==> src/rtl/ps2_pkg.sv <==
// Shared types and constants for the PS/2 receive path.
// Latency: n/a (declarations only).
// Backpressure: n/a.
package ps2_pkg;

  typedef enum logic [1:0] {
    IDLE,
    DATA,
    PARITY,
    STOP
  } ps2_state_t;

  localparam int   PS2_DATA_BITS = 8;
  localparam logic START_BIT     = 1'b0;
  localparam logic STOP_BIT      = 1'b1;
  // PS/2 uses odd parity: data bits plus parity bit XOR to 1 on a clean frame.
  localparam logic PARITY_GOOD   = 1'b1;

endpackage

==> src/rtl/ps2_line_filter.sv <==
// Synchronises one asynchronous PS/2 line and debounces it over FILTER samples.
// Latency: 2 sync cycles plus FILTER cycles from a stable input change to line_flt.
// Backpressure: none; free-running on every clk_sys cycle.
module ps2_line_filter #(
  parameter int FILTER = 4
) (
  input  logic clk_sys,
  input  logic reset_n,
  input  logic line_in,
  output logic line_flt
);

  localparam int CNT_W = (FILTER > 1) ? $clog2(FILTER) : 1;

  logic             sync_q1;
  logic             sync_q2;
  logic [CNT_W-1:0] cnt;

  // Two-flop synchroniser; idle level of a PS/2 line is high.
  always_ff @(posedge clk_sys or negedge reset_n) begin
    if (!reset_n) begin
      sync_q1 <= 1'b1;
      sync_q2 <= 1'b1;
    end else begin
      sync_q1 <= line_in;
      sync_q2 <= sync_q1;
    end
  end

  // Count consecutive samples that disagree with the filtered level; flip on the FILTER-th.
  always_ff @(posedge clk_sys or negedge reset_n) begin
    if (!reset_n) begin
      line_flt <= 1'b1;
      cnt      <= '0;
    end else if (sync_q2 == line_flt) begin
      cnt <= '0;
    end else if (cnt == CNT_W'(FILTER - 1)) begin
      line_flt <= sync_q2;
      cnt      <= '0;
    end else begin
      cnt <= cnt + 1'b1;
    end
  end

endmodule

==> src/rtl/ps2_rx.sv <==
// PS/2 receiver: filtered clk/data deserialiser with parity/stop/timeout checks and a show-ahead FIFO.
// Latency: byte appears on rx_data/rx_valid one cycle after the stop-bit sample event.
// Backpressure: rx_ready pops the head; a good byte arriving while full and not popping is dropped and flags overflow.
module ps2_rx
  import ps2_pkg::*;
#(
  parameter int FILTER    = 4,
  parameter int TIMEOUT   = 16384,
  parameter int FIFO_BITS = 2
) (
  input  logic                 clk_sys,
  input  logic                 reset_n,
  input  logic                 ps2_clk,
  input  logic                 ps2_data,
  output logic [7:0]           rx_data,
  output logic                 rx_valid,
  input  logic                 rx_ready,
  output logic                 parity_err,
  output logic                 frame_err,
  output logic                 overflow,
  input  logic                 clr_err,
  output logic                 busy,
  output logic [FIFO_BITS:0]   level
);

  localparam int TMO_W = $clog2(TIMEOUT + 1);
  localparam int BIT_W = $clog2(PS2_DATA_BITS);
  localparam int DEPTH = 1 << FIFO_BITS;

  logic clk_flt;
  logic data_flt;
  logic clk_flt_q;
  logic sample;

  ps2_state_t               state, state_nxt;
  logic [BIT_W-1:0]         bit_cnt, bit_cnt_nxt;
  logic [PS2_DATA_BITS-1:0] shreg, shreg_nxt;
  logic                     par_bit, par_bit_nxt;
  logic                     push;
  logic                     perr_nxt;
  logic                     ferr_nxt;
  logic [TMO_W-1:0]         tmo_cnt;
  logic                     tmo_hit;

  logic [7:0]               mem [DEPTH];
  logic [FIFO_BITS:0]       wptr;
  logic [FIFO_BITS:0]       rptr;
  logic                     full;
  logic                     pop;
  logic                     push_ok;

  ps2_line_filter #(.FILTER(FILTER)) u_clk_filter (
    .clk_sys  (clk_sys),
    .reset_n  (reset_n),
    .line_in  (ps2_clk),
    .line_flt (clk_flt)
  );

  ps2_line_filter #(.FILTER(FILTER)) u_data_filter (
    .clk_sys  (clk_sys),
    .reset_n  (reset_n),
    .line_in  (ps2_data),
    .line_flt (data_flt)
  );

  // Remember the previous filtered clock so a 1->0 transition is seen in one cycle.
  always_ff @(posedge clk_sys or negedge reset_n) begin
    if (!reset_n) clk_flt_q <= 1'b1;
    else          clk_flt_q <= clk_flt;
  end

  assign sample  = clk_flt_q & ~clk_flt;
  assign tmo_hit = (state != IDLE) && (tmo_cnt == TMO_W'(TIMEOUT));
  assign busy    = (state != IDLE);

  // Inter-bit watchdog: only runs mid-frame, restarted by every sample event.
  always_ff @(posedge clk_sys or negedge reset_n) begin
    if (!reset_n)                        tmo_cnt <= '0;
    else if (sample || state == IDLE)    tmo_cnt <= '0;
    else if (tmo_cnt != TMO_W'(TIMEOUT)) tmo_cnt <= tmo_cnt + 1'b1;
  end

  // Receiver next-state logic; advances on sample events, a sample wins over a same-cycle timeout.
  always_comb begin
    state_nxt   = state;
    bit_cnt_nxt = bit_cnt;
    shreg_nxt   = shreg;
    par_bit_nxt = par_bit;
    push        = 1'b0;
    perr_nxt    = 1'b0;
    ferr_nxt    = 1'b0;
    if (sample) begin
      case (state)
        IDLE: begin
          if (data_flt == START_BIT) begin
            state_nxt   = DATA;
            bit_cnt_nxt = '0;
          end else begin
            ferr_nxt = 1'b1;
          end
        end
        DATA: begin
          shreg_nxt = {data_flt, shreg[PS2_DATA_BITS-1:1]};
          if (bit_cnt == BIT_W'(PS2_DATA_BITS - 1)) state_nxt = PARITY;
          else                                      bit_cnt_nxt = bit_cnt + 1'b1;
        end
        PARITY: begin
          par_bit_nxt = data_flt;
          state_nxt   = STOP;
        end
        STOP: begin
          state_nxt = IDLE;
          perr_nxt  = ((^{shreg, par_bit}) != PARITY_GOOD);
          ferr_nxt  = (data_flt != STOP_BIT);
          push      = !perr_nxt && (data_flt == STOP_BIT);
        end
        default: state_nxt = IDLE;
      endcase
    end else if (tmo_hit) begin
      state_nxt = IDLE;
      ferr_nxt  = 1'b1;
    end
  end

  // Receiver state and registered one-cycle error pulses.
  always_ff @(posedge clk_sys or negedge reset_n) begin
    if (!reset_n) begin
      state      <= IDLE;
      bit_cnt    <= '0;
      shreg      <= '0;
      par_bit    <= 1'b0;
      parity_err <= 1'b0;
      frame_err  <= 1'b0;
    end else begin
      state      <= state_nxt;
      bit_cnt    <= bit_cnt_nxt;
      shreg      <= shreg_nxt;
      par_bit    <= par_bit_nxt;
      parity_err <= perr_nxt;
      frame_err  <= ferr_nxt;
    end
  end

  // FIFO control: extended pointers make level = wptr - rptr range 0..DEPTH.
  assign level    = wptr - rptr;
  assign rx_valid = (level != '0);
  assign full     = (level == (FIFO_BITS + 1)'(DEPTH));
  assign pop      = rx_valid & rx_ready;
  assign push_ok  = push & (~full | pop);
  assign rx_data  = mem[rptr[FIFO_BITS-1:0]];

  // FIFO storage and pointers; reset discards queued bytes so rx_data reads 0.
  always_ff @(posedge clk_sys or negedge reset_n) begin
    if (!reset_n) begin
      for (int i = 0; i < DEPTH; i++) mem[i] <= '0;
      wptr <= '0;
      rptr <= '0;
    end else begin
      if (push_ok) begin
        mem[wptr[FIFO_BITS-1:0]] <= shreg;
        wptr                     <= wptr + 1'b1;
      end
      if (pop) rptr <= rptr + 1'b1;
    end
  end

  // Sticky overflow; a new drop beats a same-cycle clear.
  always_ff @(posedge clk_sys or negedge reset_n) begin
    if (!reset_n)                  overflow <= 1'b0;
    else if (push & full & ~pop)   overflow <= 1'b1;
    else if (clr_err)              overflow <= 1'b0;
  end

endmodule
==> config.mk <==
export PLATFORM = sky130hd
export DESIGN_NAME = ps2_rx
export DESIGN_NICKNAME = d
export VERILOG_FILES = /design/src/rtl/ps2_pkg.sv /design/src/rtl/ps2_line_filter.sv /design/src/rtl/ps2_rx.sv
export SDC_FILE = /design/constraint.sdc
export NUM_CORES = 1
export LEC_CHECK = 0
export CAP_MARGIN = 0
export CORE_MARGIN = 5
export CORE_UTILIZATION = 40
export CTS_CLUSTER_SIZE = 10
export DETAILED_ROUTE_END_ITERATION = 12
export PLACE_DENSITY = 0.61
export SLEW_MARGIN = 20
export SYNTH_ARGS = -nofsm -noshare
export SYNTH_HDL_FRONTEND = slang
export SYNTH_HIERARCHICAL = 1
export SYNTH_SLANG_ARGS = --single-unit
==> constraint.sdc <==
create_clock -name clk_sys -period 3.5 [get_ports clk_sys]
set_clock_uncertainty 0.1 [all_clocks]
set_input_delay 0.875 -clock clk_sys [delete_from_list [all_inputs] [get_ports clk_sys]]
set_output_delay 0.875 -clock clk_sys [all_outputs]
set_load 0.05 [all_outputs]
## After elaboration in Yosys (flattened, before gate mapping)

Index checks and enable logic that the tools add are counted.
Widths: inputs -> output; s select.

| word-level totals | value |
|---|---|
| flip-flop bits (word level) | 81 |
| bits in latches | 0 |
| bits in writable memories | 0 |
| ROM bits | 0 |
| input bits | 6 |
| output and inout port bits | 16 |
| logic and storage cells | 111 |
| memories | 0 |

| cells by class | value |
|---|---|
| add/subtract/negate cells | 7 |
| multipliers | 0 |
| divide/modulo/power cells | 0 |
| $lt $le $gt $ge | 3 |
| equal/unequal tests | 15 |
| shift-type cells | 0 |
| muxes and demuxes | 30 |
| bitwise operators | 15 |
| reductions and logical operators | 18 |

Operators by type and width:

| kind | count |
|---|---|
| $bwmux 32 | 1 |
| $mux 15 | 2 |
| $mux 8 | 3 |
| $bmux 8 s2 | 1 |
| $demux 8 s2 | 1 |
| $mux 2 | 8 |
| $add 15x1->15 const B | 1 |
| $eq 15x15->1 const B | 1 |
| $ne 15x15->1 const B | 1 |
| $reduce_bool 2->1 | 5 |
| $add 3x1->3 const B | 3 |
| $mux 1 | 9 |
| $reduce_xor 9->1 | 1 |
| $eq 2x2->1 const B | 4 |
| $pmux 2 s4 | 1 |
| $reduce_and 2->1 | 4 |
| $not 1->1 | 7 |
| $eq 3x3->1 const B | 2 |
| $ge 3x3->1 const B | 2 |
| $mux 3 | 2 |
| $ne 3x3->1 const B | 2 |
| $not 2->3 | 2 |
| $pmux 3 s2 | 1 |
| $and 1x1->1 | 5 |
| 14 further kinds | 19 |

## Longest topological paths before layout

| logic depth | value |
|---|---|
| word-level depth | 7 |
| depth in mapped cells | 8 |
| depth with buffers taken out | 7 |

## Modules after synthesis

The synthesis kept the hierarchy.

By module, submodules not included:

| module | instances | cells an instance | area an instance (µm²) | sequential area each (µm²) |
|---|---|---|---|---|
| ps2_rx | 1 | 280 | 3616.0 | 1778.0 |
| ps2_line_filter | 2 | 10 | 177.7 | 128.9 |

## Worst setup path after synthesis

No wires, ideal clock.

| timing | value |
|---|---|
| path type | reg-to-output |
| start point | reg wptr[0] |
| end point | out rx_valid |
| arrival | 1.873 ns |
| data required time | 2.525 ns |
| setup slack | 0.652 ns |
| stages on the path, launching flop included | 7 |
| buffers on the path | 1 |
| cell sequence | dfrtp_1 -> inv_1 -> ha_1 -> fa_1 -> xnor3_1 -> clkbuf_8 -> nand3_1 |

| on the way | value |
|---|---|
| cells in the longest elaborated chain, start to end | 2 |

Ends and longest elaborated chain:

| element | line | source |
|---|---|---|
| start: declaration | ps2_rx.sv:46 | `logic [FIFO_BITS:0] wptr;` |
| start signal: assignment | ps2_rx.sv:161 | `wptr <= wptr + 1'b1;` |
| $sub 3x3->3 | ps2_rx.sv:145 | `assign level = wptr - rptr;` |
| $reduce_bool 3->1 | ps2_rx.sv:146 | `assign rx_valid = (level != '0);` |
| end: declaration | ps2_rx.sv:16 | `output logic rx_valid,` |

No other way between the ends.

## Final worst setup path

| timing | value |
|---|---|
| start point | reg rptr[0] |
| end point | out rx_data[7] |

| on the way | value |
|---|---|
| cells in the longest elaborated chain, start to end | 4 |

Ends and longest elaborated chain:

| element | line | source |
|---|---|---|
| start: declaration | ps2_rx.sv:47 | `logic [FIFO_BITS:0] rptr;` |
| start signal: assignment | ps2_rx.sv:163 | `if (pop) rptr <= rptr + 1'b1;` |
| $not 2->3 (implied by the code) | ps2_rx.sv:150 | `assign rx_data = mem[rptr[FIFO_BITS-1:0]];` |
| $bmux 8 s2 | ps2_rx.sv:150 |  |
| $mux 8 (implied by the code) (2 in a row) | ps2_rx.sv:150 |  |
| end: declaration | ps2_rx.sv:15 | `output logic [7:0] rx_data,` |

No other way between the ends. The select of a mux whose other input is x is not followed.

==> results.txt <==
----------------------------------------------------
[STA]
  Max-slew violation count ... 0
  Portion of the clock cycle consumed by the worst path in the final layout ... 0.9110
  Period minus WS final ... 3.188 ns
  Worst slew slack as a fraction of its limit ... 0.5133
  Fin. Hold Viols ... 0
  Setup TNS after final layout ... 0 ns
  Actual transition at the worst max-transition pin ... 0.7300 ns
  Setup repair after global routing missed its margin ... false
  Finish-stage setup viols ... 0
  Achievable frequency ... 313.6 MHz

[Clocking]
  Buffer count from post-CTS setup fixing ... 0
  CTS Hold Bufs ... 0
  Worst skew pair latency ... 0.35 ns
  CTS tree ... done
  Post-CTS sizing ... 0
  Maximum level of the CTS H-tree ... 3
  Clock tree buffer depth ... 2
  Clock root buffer ... sky130_fd_sc_hd__clkbuf_8
  Clock Pin Slew Worst Setup and Hold Paths ... 0.08 ns
  Number of buffers created by CTS ... 9
  Clock sink count ... 81

[Logic synthesis]
  Post-synthesis sequential element count ... 81
  Synthesized netlist cell count ... 300
  Adder and majority gate portion of the synthesized area ... 0.05545
  Xor and xnor fraction of the mapped netlist area ... 0.06805
  Synthesis warning total ... 6
  Synthesized netlist net count ... 323
  Compound-cell area share of the yosys netlist ... 0.04285
  Synth Cell Area ... 0.003971 mm²
  Fraction of the yosys area taken by sequential cells ... 0.5126
  Largest family of logic cells by synthesized area ... multiplexers
  Number of flops mapped to enable cells by yosys ... 0
  Post-synthesis area per instance ... 13.24 µm²
  Async S/R FF share, synth ... 1.000
  Share of synthesized cell area in and, or, nand and nor gates ... 0.08948
  Commonest register cell after synthesis ... sky130_fd_sc_hd__dfrtp_1
  Unique cell type count in the Yosys netlist ... 41
  Multiplexer share of the synthesized area ... 0.2057

[Global routing]
  Overall routing resource usage ... 0.1291
  Number of antenna violations at the first check in global routing ... 0
  Via count of the first global-routing pass ... 2,496
  First-pass GRT wire length ... 12.05 mm
  Maximum number of pins on one net before global-route repair ... 82
  Remaining global-route overflow ... 0

[Die]
  Core area ... 0.009729 mm²
  Area enclosed by the die boundary ... 0.01202 mm²
  Overall die height ... 109.6 µm
  Die span in x ... 109.6 µm
  Number of top-level pins ... 22
  Num rows ... 36
  Initial cell density of the core ... 0.4082

[Final layout]
  Commonest cells after routing, fill and taps aside ... sky130_fd_sc_hd__dfrtp_1 (74), sky130_fd_sc_hd__mux2_2 (45), sky130_fd_sc_hd__nand2_1 (17), sky130_fd_sc_hd__clkdlybuf4s50_1 (17)
  Final design utilization ... 0.4633
  Most common cell after layout, fill and taps aside ... sky130_fd_sc_hd__dfrtp_1
  Share of final-layout standard cells stronger than drive strength 1 ... 0.2801
  Final-stage net count ... 350
  Area added between synthesis and finish ... 13.52%
  Diodes inserted ... 0

[Worst setup path]
  Arr. time, crit path ... 2.21 ns
  Startpoint type of the worst setup path ... flip-flop
  Class of the most critical setup path ... flip-flop to primary output
  Kind of capture point of the worst setup path ... primary output
  Highest fanout seen on the critical path ... 9
  Critical path required time ... 2.52 ns

[Job]
  Number of max-cap violations ... 0

[Pwr]
  Switching part of the total power ... 0.4057
  Worst IR Drop VDD ... 0.0004401 V
  Relative contribution of sequential cells to total power ... 0.371
  Leak Pwr ... 2.025 nW
  Clk network pwr share ... 0.193
  Power density over the cells ... 778.1 mW/mm²
  Part of the power in combinational logic ... 0.436
  Switching power of the nets ... 1.423 mW
  Cell internal power dissipation ... 2.085 mW

[Detailed routing]
  Number of vias per cell after detailed routing ... 5.030
  Iteration-0 DRC count of the detailed router ... 68
  Residual DRC count ... 0
  Count of nets left with antenna violations after detail routing ... 0
  First-pass DRT Iterations ... 4
  DR WL/cell ... 14.85 µm
  Routed wire length ... 6.905 mm
  Routed via count ... 2,339

[Placed design]
  DPL Wire Length ... 4.693 mm
  Input/output buffers ... 21
  Final Wtd Congestion ... 0.7477

[Outcome]
  Run status ... finished, final reports clean

[Hold path]
  Min-Delay Path Class ... flip-flop to flip-flop

----------------------------------------------------
## metrics by stage
stage / cell area (µm²) / hold slack (ns) / power (mW) / worst slack, ns / cells
2_1_floorplan: 3971 / 0.2452 / 2.512 / 0.6516 / 300
6_report: 4508 / 0.2582 / 3.508 / 0.3116 / 465
3_3_place_gp: 4310 / 0.2455 / 2.835 / 0.5357 / 449
4_1_cts: 4504 / 0.2586 / 3.559 / 0.2611 / 465
5_1_grt: 4508 / 0.2621 / 3.753 / 0.2153 / 465
3_5_place_dp: 4310 / 0.2468 / 2.861 / 0.5347 / 449
## critical path, cell delays in order, from the launching register on
cell and delay, ns:
sky130_fd_sc_hd__dfrtp_1 0.38, sky130_fd_sc_hd__buf_4 0.24, sky130_fd_sc_hd__mux4_2 0.53, sky130_fd_sc_hd__clkdlybuf4s50_1 0.72
## layer usage
metal / vias up / GRT usage / routed length (µm)
met2: 25 / 0.2097 / 3310
li1: 1124 / - / -
met3: 7 / 0.02701 / 161
met1: 1183 / 0.1695 / 3337
met4: 0 / 0.05076 / 96
met5: - / 0 / 0
## power groups by stage
| stage | logic [mW] | registers, mW | clock network (mW) |
|---|---|---|---|
| 2_1_floorplan | 1.24 | 1.27 | 0 |
| 3_3_place_gp | 1.52 | 1.31 | 0 |
| 3_5_place_dp | 1.54 | 1.32 | 0 |
| 4_1_cts | 1.55 | 1.30 | 0.702 |
| 5_1_grt | 1.68 | 1.34 | 0.732 |
| 6_report | 1.53 | 1.30 | 0.677 |
## kinds of logic (layout without fill, tap and decap cells)
family / count (synthesis) / count (layout)
multiplexers: 61 / 61
buffers and inverters: 23 / 55
flip-flops: 81 / 81
XOR/XNOR: 24 / 24
AND/OR/NAND/NOR: 68 / 68
AO/OA/AOI/OAI: 26 / 26
adder cells (fa/ha/maj): 17 / 17
## synth_stat cells (all sizes together), types with 2 or more instances
library cell | number | area [µm²]
a21oi | 5 | 25.02
buf | 2 | 8.750
clkbuf | 4 | 25.02
dfrtp | 74 | 1852
dfstp | 7 | 183.9
ha | 16 | 200.2
inv | 16 | 60.06
mux2 | 45 | 506.7
mux2i | 8 | 130.1
mux4 | 8 | 180.2
nand2 | 17 | 63.81
nand2b | 2 | 12.51
nand3 | 6 | 30.03
nand3b | 2 | 15.01
nand4 | 5 | 31.28
nor2 | 14 | 52.55
nor2b | 3 | 18.77
nor3 | 6 | 40.04
nor4 | 4 | 25.02
o2111ai | 9 | 78.83
o211ai | 2 | 15.01
o21ai | 9 | 45.04
or2 | 2 | 12.51
or3 | 2 | 12.51
xnor2 | 14 | 122.6
xnor3 | 3 | 70.07
xor2 | 6 | 52.55
## final cells by class
cell class / instances / area, µm²
inverters: 16 / 60.06
well taps: 133 / 166.4
flip-flops and latches: 81 / 2036
fillers: 930 / 5221
clock buffers: 9 / 123.9
repair buffers: 23 / 219.0
clock inverters: 7 / 70.07
multi-input cells: 196 / 1833
## flip-flops by register name, indices dropped and copies added, names as in the netlist, 2 cells and up
name	cells
rptr	3
u_clk_filter/cnt	2
u_data_filter/cnt	2
shreg	8
bit_cnt	3
wptr	3
state	2
tmo_cnt	15
mem	32
## worst paths after layout
kind	from	endpoint	slack [ns]	cells past startpoint
worst min register to register	u_clk_filter/sync_q1	u_clk_filter/sync_q2	0.26	0
worst max register to register	rptr[1]	mem[5]	0.72	5
max in group asynchronous	reset_n	tmo_cnt[8]	2.35	1
min in group asynchronous	reset_n	mem[29]	0.46	1
worst min-delay path	u_clk_filter/sync_q1	u_clk_filter/sync_q2	0.26	0
worst max-delay path	rptr[0]	rx_data[7]	0.31	3
Note: power is estimated with default switching activity, not from simulation.
